**src/rtl/fetch_pkg.sv**
```systemverilog
// Shared types and constants for the instruction fetch front end.
//   fetch_entry_t    : one buffered instruction word together with its address
//   PC_STEP          : sequential fetch increment (one ARM word)
//   PCPLUS8_OFFSET   : R15 read offset relative to the instruction address
//   RESET_PC_DEFAULT : default first fetch address after reset
package fetch_pkg;

    typedef struct packed {
        logic [31:0] pc;
        logic [31:0] instr;
    } fetch_entry_t;

    localparam logic [31:0] PC_STEP          = 32'd4;
    localparam logic [31:0] PCPLUS8_OFFSET   = 32'd8;
    localparam logic [31:0] RESET_PC_DEFAULT = 32'h0000_0000;

endpackage

```
**src/rtl/fetch_queue.sv**
```systemverilog
// Small FIFO of fetched {pc, instr} entries between memory and decoder.
//   clk, reset : clock, synchronous active-high reset
//   i_push     : write i_entry at the tail (accepted when not full, or when a
//                pop frees the head in the same cycle)
//   i_pop      : drop the head entry (ignored when empty)
//   i_flush    : empty the queue; overrides push and pop
//   o_head     : head entry (contents meaningless while empty)
//   o_count    : occupancy, o_full / o_empty status
module fetch_queue
    import fetch_pkg::*;
#(
    parameter int DEPTH = 2
) (
    input  logic                  clk,
    input  logic                  reset,
    input  logic                  i_push,
    input  fetch_entry_t          i_entry,
    input  logic                  i_pop,
    input  logic                  i_flush,
    output fetch_entry_t          o_head,
    output logic [$clog2(DEPTH):0] o_count,
    output logic                  o_full,
    output logic                  o_empty
);

    localparam int AW = $clog2(DEPTH);

    fetch_entry_t    r_mem [DEPTH];
    logic [AW-1:0]   r_rd_ptr;
    logic [AW-1:0]   r_wr_ptr;
    logic [AW:0]     r_count;

    logic w_pop_ok;
    logic w_push_ok;

    assign w_pop_ok  = i_pop && !o_empty;
    assign w_push_ok = i_push && (!o_full || w_pop_ok);

    always_ff @(posedge clk) begin
        if (reset || i_flush) begin
            r_rd_ptr <= '0;
            r_wr_ptr <= '0;
            r_count  <= '0;
        end else begin
            if (w_push_ok) r_wr_ptr <= r_wr_ptr + 1'b1;
            if (w_pop_ok)  r_rd_ptr <= r_rd_ptr + 1'b1;
            case ({w_push_ok, w_pop_ok})
                2'b10:   r_count <= r_count + 1'b1;
                2'b01:   r_count <= r_count - 1'b1;
                default: r_count <= r_count;
            endcase
        end
    end

    // Storage needs no reset: the head is only observed while not empty.
    always_ff @(posedge clk) begin
        if (w_push_ok && !i_flush) r_mem[r_wr_ptr] <= i_entry;
    end

    assign o_head  = r_mem[r_rd_ptr];
    assign o_count = r_count;
    assign o_full  = (r_count == (AW+1)'(DEPTH));
    assign o_empty = (r_count == '0);

endmodule

```
**src/rtl/instr_fetch_unit.sv**
```systemverilog
// Instruction fetch front end: owns the fetch PC, issues sequential word
// reads, buffers returned words with their PC and hands them to the decoder
// in order. A redirect restarts fetch at a new address, flushes the buffer and
// marks every request still in flight as stale.
//   clk, reset             : clock, synchronous active-high reset
//   imem_req_*             : valid/ready read request, word address
//   imem_resp_*            : in-order read data return
//   redirect_valid/_pc     : one-cycle restart pulse and target address
//   instr_valid/_ready     : decoder handshake on the queue head
//   instr, instr_pc        : head word and its address
//   instr_pcplus8          : instr_pc + 8 (R15 read value)
module instr_fetch_unit
    import fetch_pkg::*;
#(
    parameter int          DEPTH    = 2,
    parameter logic [31:0] RESET_PC = RESET_PC_DEFAULT
) (
    input  logic        clk,
    input  logic        reset,
    output logic        imem_req_valid,
    input  logic        imem_req_ready,
    output logic [31:0] imem_req_addr,
    input  logic        imem_resp_valid,
    input  logic [31:0] imem_resp_data,
    input  logic        redirect_valid,
    input  logic [31:0] redirect_pc,
    output logic        instr_valid,
    input  logic        instr_ready,
    output logic [31:0] instr,
    output logic [31:0] instr_pc,
    output logic [31:0] instr_pcplus8
);

    localparam int CW = $clog2(DEPTH) + 1;

    logic [31:0]   r_fetch_pc;
    logic [CW-1:0] r_live;      // issued requests whose data will be kept
    logic [CW-1:0] r_drop;      // issued requests whose data will be discarded

    logic [CW-1:0] w_q_count;
    logic          w_q_full;
    logic          w_q_empty;
    fetch_entry_t  w_q_head;
    fetch_entry_t  w_push_entry;
    logic [CW:0]   w_q_plus_live;
    logic [CW:0]   w_live_plus_drop;
    logic          w_hs;
    logic          w_resp_live;
    logic          w_resp_drop;
    logic          w_push;
    logic          w_pop;
    logic [31:0]   w_resp_pc;

    // Only registered state feeds the request; ready never loops back into it.
    assign w_q_plus_live    = (CW+1)'(w_q_count) + (CW+1)'(r_live);
    assign w_live_plus_drop = (CW+1)'(r_live) + (CW+1)'(r_drop);
    assign imem_req_valid   = !reset && (w_q_plus_live < (CW+1)'(DEPTH))
                                     && (w_live_plus_drop < (CW+1)'(DEPTH));
    assign imem_req_addr    = r_fetch_pc;
    assign w_hs             = imem_req_valid && imem_req_ready;

    assign w_resp_drop = imem_resp_valid && (r_drop != '0);
    assign w_resp_live = imem_resp_valid && (r_drop == '0);

    // Live requests are consecutive words ending just below fetch_pc, so the
    // oldest one sits r_live words back (modulo 2^32).
    assign w_resp_pc = r_fetch_pc - (32'(r_live) << 2);

    assign w_push_entry.pc    = w_resp_pc;
    assign w_push_entry.instr = imem_resp_data;
    assign w_push             = w_resp_live && !redirect_valid;
    assign w_pop              = instr_valid && instr_ready;

    always_ff @(posedge clk) begin
        if (reset) begin
            r_fetch_pc <= RESET_PC;
            r_live     <= '0;
            r_drop     <= '0;
        end else if (redirect_valid) begin
            r_fetch_pc <= {redirect_pc[31:2], 2'b00};
            r_live     <= '0;
            // Everything in flight becomes stale, including a request accepted
            // now; a response arriving now retires one of them.
            r_drop     <= r_drop + r_live + CW'(w_hs) - CW'(imem_resp_valid);
        end else begin
            if (w_hs) r_fetch_pc <= r_fetch_pc + PC_STEP;
            r_live <= r_live + CW'(w_hs) - CW'(w_resp_live);
            r_drop <= r_drop - CW'(w_resp_drop);
        end
    end

    fetch_queue #(
        .DEPTH (DEPTH)
    ) u_queue (
        .clk     (clk),
        .reset   (reset),
        .i_push  (w_push),
        .i_entry (w_push_entry),
        .i_pop   (w_pop),
        .i_flush (redirect_valid),
        .o_head  (w_q_head),
        .o_count (w_q_count),
        .o_full  (w_q_full),
        .o_empty (w_q_empty)
    );

    assign instr_valid   = !w_q_empty;
    assign instr         = instr_valid ? w_q_head.instr : 32'h0;
    assign instr_pc      = instr_valid ? w_q_head.pc    : 32'h0;
    assign instr_pcplus8 = instr_pc + PCPLUS8_OFFSET;

    logic w_unused;
    assign w_unused = w_q_full;

endmodule
```
**config.mk**
```make
export PLATFORM = sky130hd
export DESIGN_NAME = instr_fetch_unit
export DESIGN_NICKNAME = d
export VERILOG_FILES = /design/src/rtl/fetch_pkg.sv /design/src/rtl/fetch_queue.sv /design/src/rtl/instr_fetch_unit.sv
export SDC_FILE = /design/constraint.sdc
export NUM_CORES = 1
export LEC_CHECK = 0
export ABC_CLOCK_PERIOD_IN_PS = 11350
export CAP_MARGIN = 40
export CORE_MARGIN = 2
export CORE_UTILIZATION = 37
export DETAILED_ROUTE_END_ITERATION = 8
export PLACE_DENSITY = 0.69
export SYNTH_ARGS = -nofsm -noshare
export SYNTH_HDL_FRONTEND = slang
export SYNTH_SLANG_ARGS = --single-unit
```
**constraint.sdc**
```tcl
create_clock -name clk -period 11.35 [get_ports clk]
set_input_delay 2.8375 -clock clk [delete_from_list [all_inputs] [get_ports clk]]
set_output_delay 2.8375 -clock clk [all_outputs]
set_load 0.1 [all_outputs]
```
==> run summary <==
status: completed
Via Count: 6700
FF-to-FF End: imem_req_addr[30]
Clock Skews: 0.0114 ns
Hold/Removal Path Class: flop to flop
logic gate share of total power: 28.8%
Place WS: 3.45 ns
CTS tree: yes
top-area cell type share of the netlist area: 45.0%
Lkg Pwr: 4.77 nW
Hold Vio Cnt, Final: 0
Syn Inst Count: 734
Die Wd: 153 um
cell accounting for the most synthesized area: edfxtp_1
vias in the first global route: 6624
clk slew on worst S/H paths: 0.06 ns
RSZ-0062 raised after global routing: false
clock sink count: 163
crit path capture: instr_pcplus8[29]
first-pass GRT wire length: 36.3 mm
crit path kind: flop to primary output
startpoint types: flop
Peak VDD IR: 0.0961 mV
reg2reg setup slack: 7.93 ns
Worst Setup End Kind: primary output
post-synthesis adder-cell area fraction: 2.48%
Final min period: 7.90 ns
DR iter-0 viols: 318
largest family of logic cells by synthesized area: simple AND/OR/NAND/NOR gates
row count: 54
HP Start: u_queue.r_rd_ptr
layout cells sized above 1: 17.5%
final antenna-violating net count: 0
average wire per standard cell: 17.5 um
post-synthesis cell area: 0.00827 mm2
Worst Slack Setup Final: 3.45 ns
Post-synth top cells: 124 x edfxtp_1, 114 x nor2_1, 60 x mux2i_1
Yosys reg bits: 163
syn_area_per_cell: 11.3 um2
Post-Route WL: 23.1 mm
Overflow after GRT: 0
DRT Pass-1 Iters: 4
Slew HR: 44.6%
multiplexer area fraction after synthesis: 7.40%
Compound-Gate Fraction of Synth Area: 6.19%
required time of the critical path: 8.51 ns
cts repair resizes: 0
Async SR Flop Fraction: 0%
most common cell in the synthesized netlist: edfxtp_1
post-DP HPWL: 17.3 mm
Setup Fix Bufs, Post-CTS: 0
Reg power frac: 39.1%
Final nets: 1114
Psw: 0.605 mW
Initial Utilization: 37.8%
Synth Area in XOR/XNOR: 8.26%
simple-gate share of the synthesized area: 16.9%
die height: 153 um
Clk Latency, worst-skew pair: 0.42 ns
Fmax: 127 MHz
IO buf count: 191
Worst Path Max Fanout: 46
period utilization: 69.6%
core box area: 0.0219 mm2
Final Wtd Congestion: 0.781
yosys warns: 0
Synth area leaders: edfxtp_1 45%, dfxtp_1 9.4%, mux2i_1 7.3%
final setup vio count: 0
Slew Viols, Final: 0
cells on worst reg2reg path: 7
number of CTS-inserted buffers: 17
Sw Share: 32.8%
I/O Pins: 200
largest net degree at the start of global routing: 76
setup TNS: 0 ns
Pint: 1.24 mW
hold_buf cts: 0
post-synth cell types: 53
Arr. time, crit path: 5.06 ns
r2r startpoint: u_queue.o_count[0]
Seq/Total Area, Yosys: 54.5%
pwr/cell area: 138 mW/mm2
Worst-Margin Slew: 0.831 ns
initial antenna violation count: 0
Area growth syn-to-layout: 61.2%
Post-synth top flop: edfxtp_1
clock buffer depth: 2
diode count: 0
Total Die Area: 0.0236 mm2
clock group share of total power: 32.1%
drc violations: 0
Max Cap Viol: 0
number of synthesized flops with an enable pin: 124
root buf cell: clkbuf_16
Via density: 5.06
H-tree depth: 4
gr usage total: 19.5%
worst max-delay path, stage by stage, from the launching register on:
cell and delay [ns]:
dfxtp_4 0.74, buf_4 0.63, mux2i_1 0.22, nor2_1 0.20
ha_1 0.23, nor3b_1 0.51, nand4_1 0.56, nor4_1 0.52
xor2_1 0.21, clkdlybuf4s50_1 0.54, buf_8 0.20
cell families (layout without fill, tap and decap cells):
| kind of cell | count (synthesis) | after routing |
|---|---|---|
| AO/OA/AOI/OAI | 63 | 63 |
| XOR/XNOR | 78 | 78 |
| adder cells (fa/ha/maj) | 14 | 14 |
| buffers and inverters | 77 | 381 |
| flip-flops | 163 | 163 |
| multiplexers | 61 | 61 |
| other | 1 | 6 |
| AND/OR/NAND/NOR | 277 | 277 |
routing by layer:
layer / vias up / wire length (um) / part of all wire, % / global-route usage, %
li1: 3251 / - / - / -
met1: 3214 / 10300 / 45 / 25.8
met2: 215 / 11500 / 50 / 32.8
met3: 20 / 1040 / 4.5 / 3.71
met4: 0 / 273 / 1.2 / 5.02
met5: - / 0 / 0 / 0
registers in the layout, indices dropped and copies added (netlist names), named ones only:
signal,cells
r_drop,2
imem_req_addr,30
u_queue.o_count,2
r_live,2
u_queue.r_mem,124
u_queue.r_rd_ptr,1
u_queue.r_wr_ptr,1
placed cells by master (no fill, tap or decap), types with 11 or more instances in the layout:
cell type        count
nor3_1              27
a211oi_1            25
nand2_1             30
clkdlybuf4s50_1    191
and4_1              11
clkbuf_16           17
xor2_1              43
inv_1               26
dfxtp_1             38
mux2i_1             60
nand4_1             14
buf_16              37
nor2_1             111
buf_8               87
nand3_1             23
edfxtp_1           124
xnor2_1             35
stage by stage:
step	util (%)	instances	hold WS (ns)	area, um2	power, mW
6_report	60.9	1323	0.519	13300	1.84
5_1_grt	60.9	1323	0.557	13300	1.91
4_1_cts	60.9	1323	0.527	13300	1.86
3_5_place_dp	58.1	1291	0.514	12700	1.27
3_3_place_gp	47.4	1166	0.496	10400	1.16
2_1_floorplan	-	739	0.481	8290	1.05
worst min path at each step:
stage | endpoint | cells past startpoint
after floorplan | flop | 2
after global placement | u_queue.r_rd_ptr | 2
after detailed placement | u_queue.r_rd_ptr | 2
after CTS | u_queue.r_rd_ptr | 2
after global routing | u_queue.r_rd_ptr | 2
final | u_queue.r_rd_ptr | 2
power groups by stage:
stage | clock network, mW | logic (mW) | registers (mW)
detailed placement | 0 | 0.534 | 0.733
floorplan | 0 | 0.274 | 0.773
CTS | 0.603 | 0.536 | 0.720
global placement | 0 | 0.424 | 0.731
global route | 0.624 | 0.559 | 0.726
finish | 0.591 | 0.532 | 0.721
layout make-up:
class	instances	area, um2
inverter	26	97.6
clock inverter	14	179
clock buffer	18	429
tap	280	350
sequential	163	4510
multi-input combinational	499	3460
timing repair buffer	323	4310
fill	1644	8560
Power figures use the tool's default switching activity.
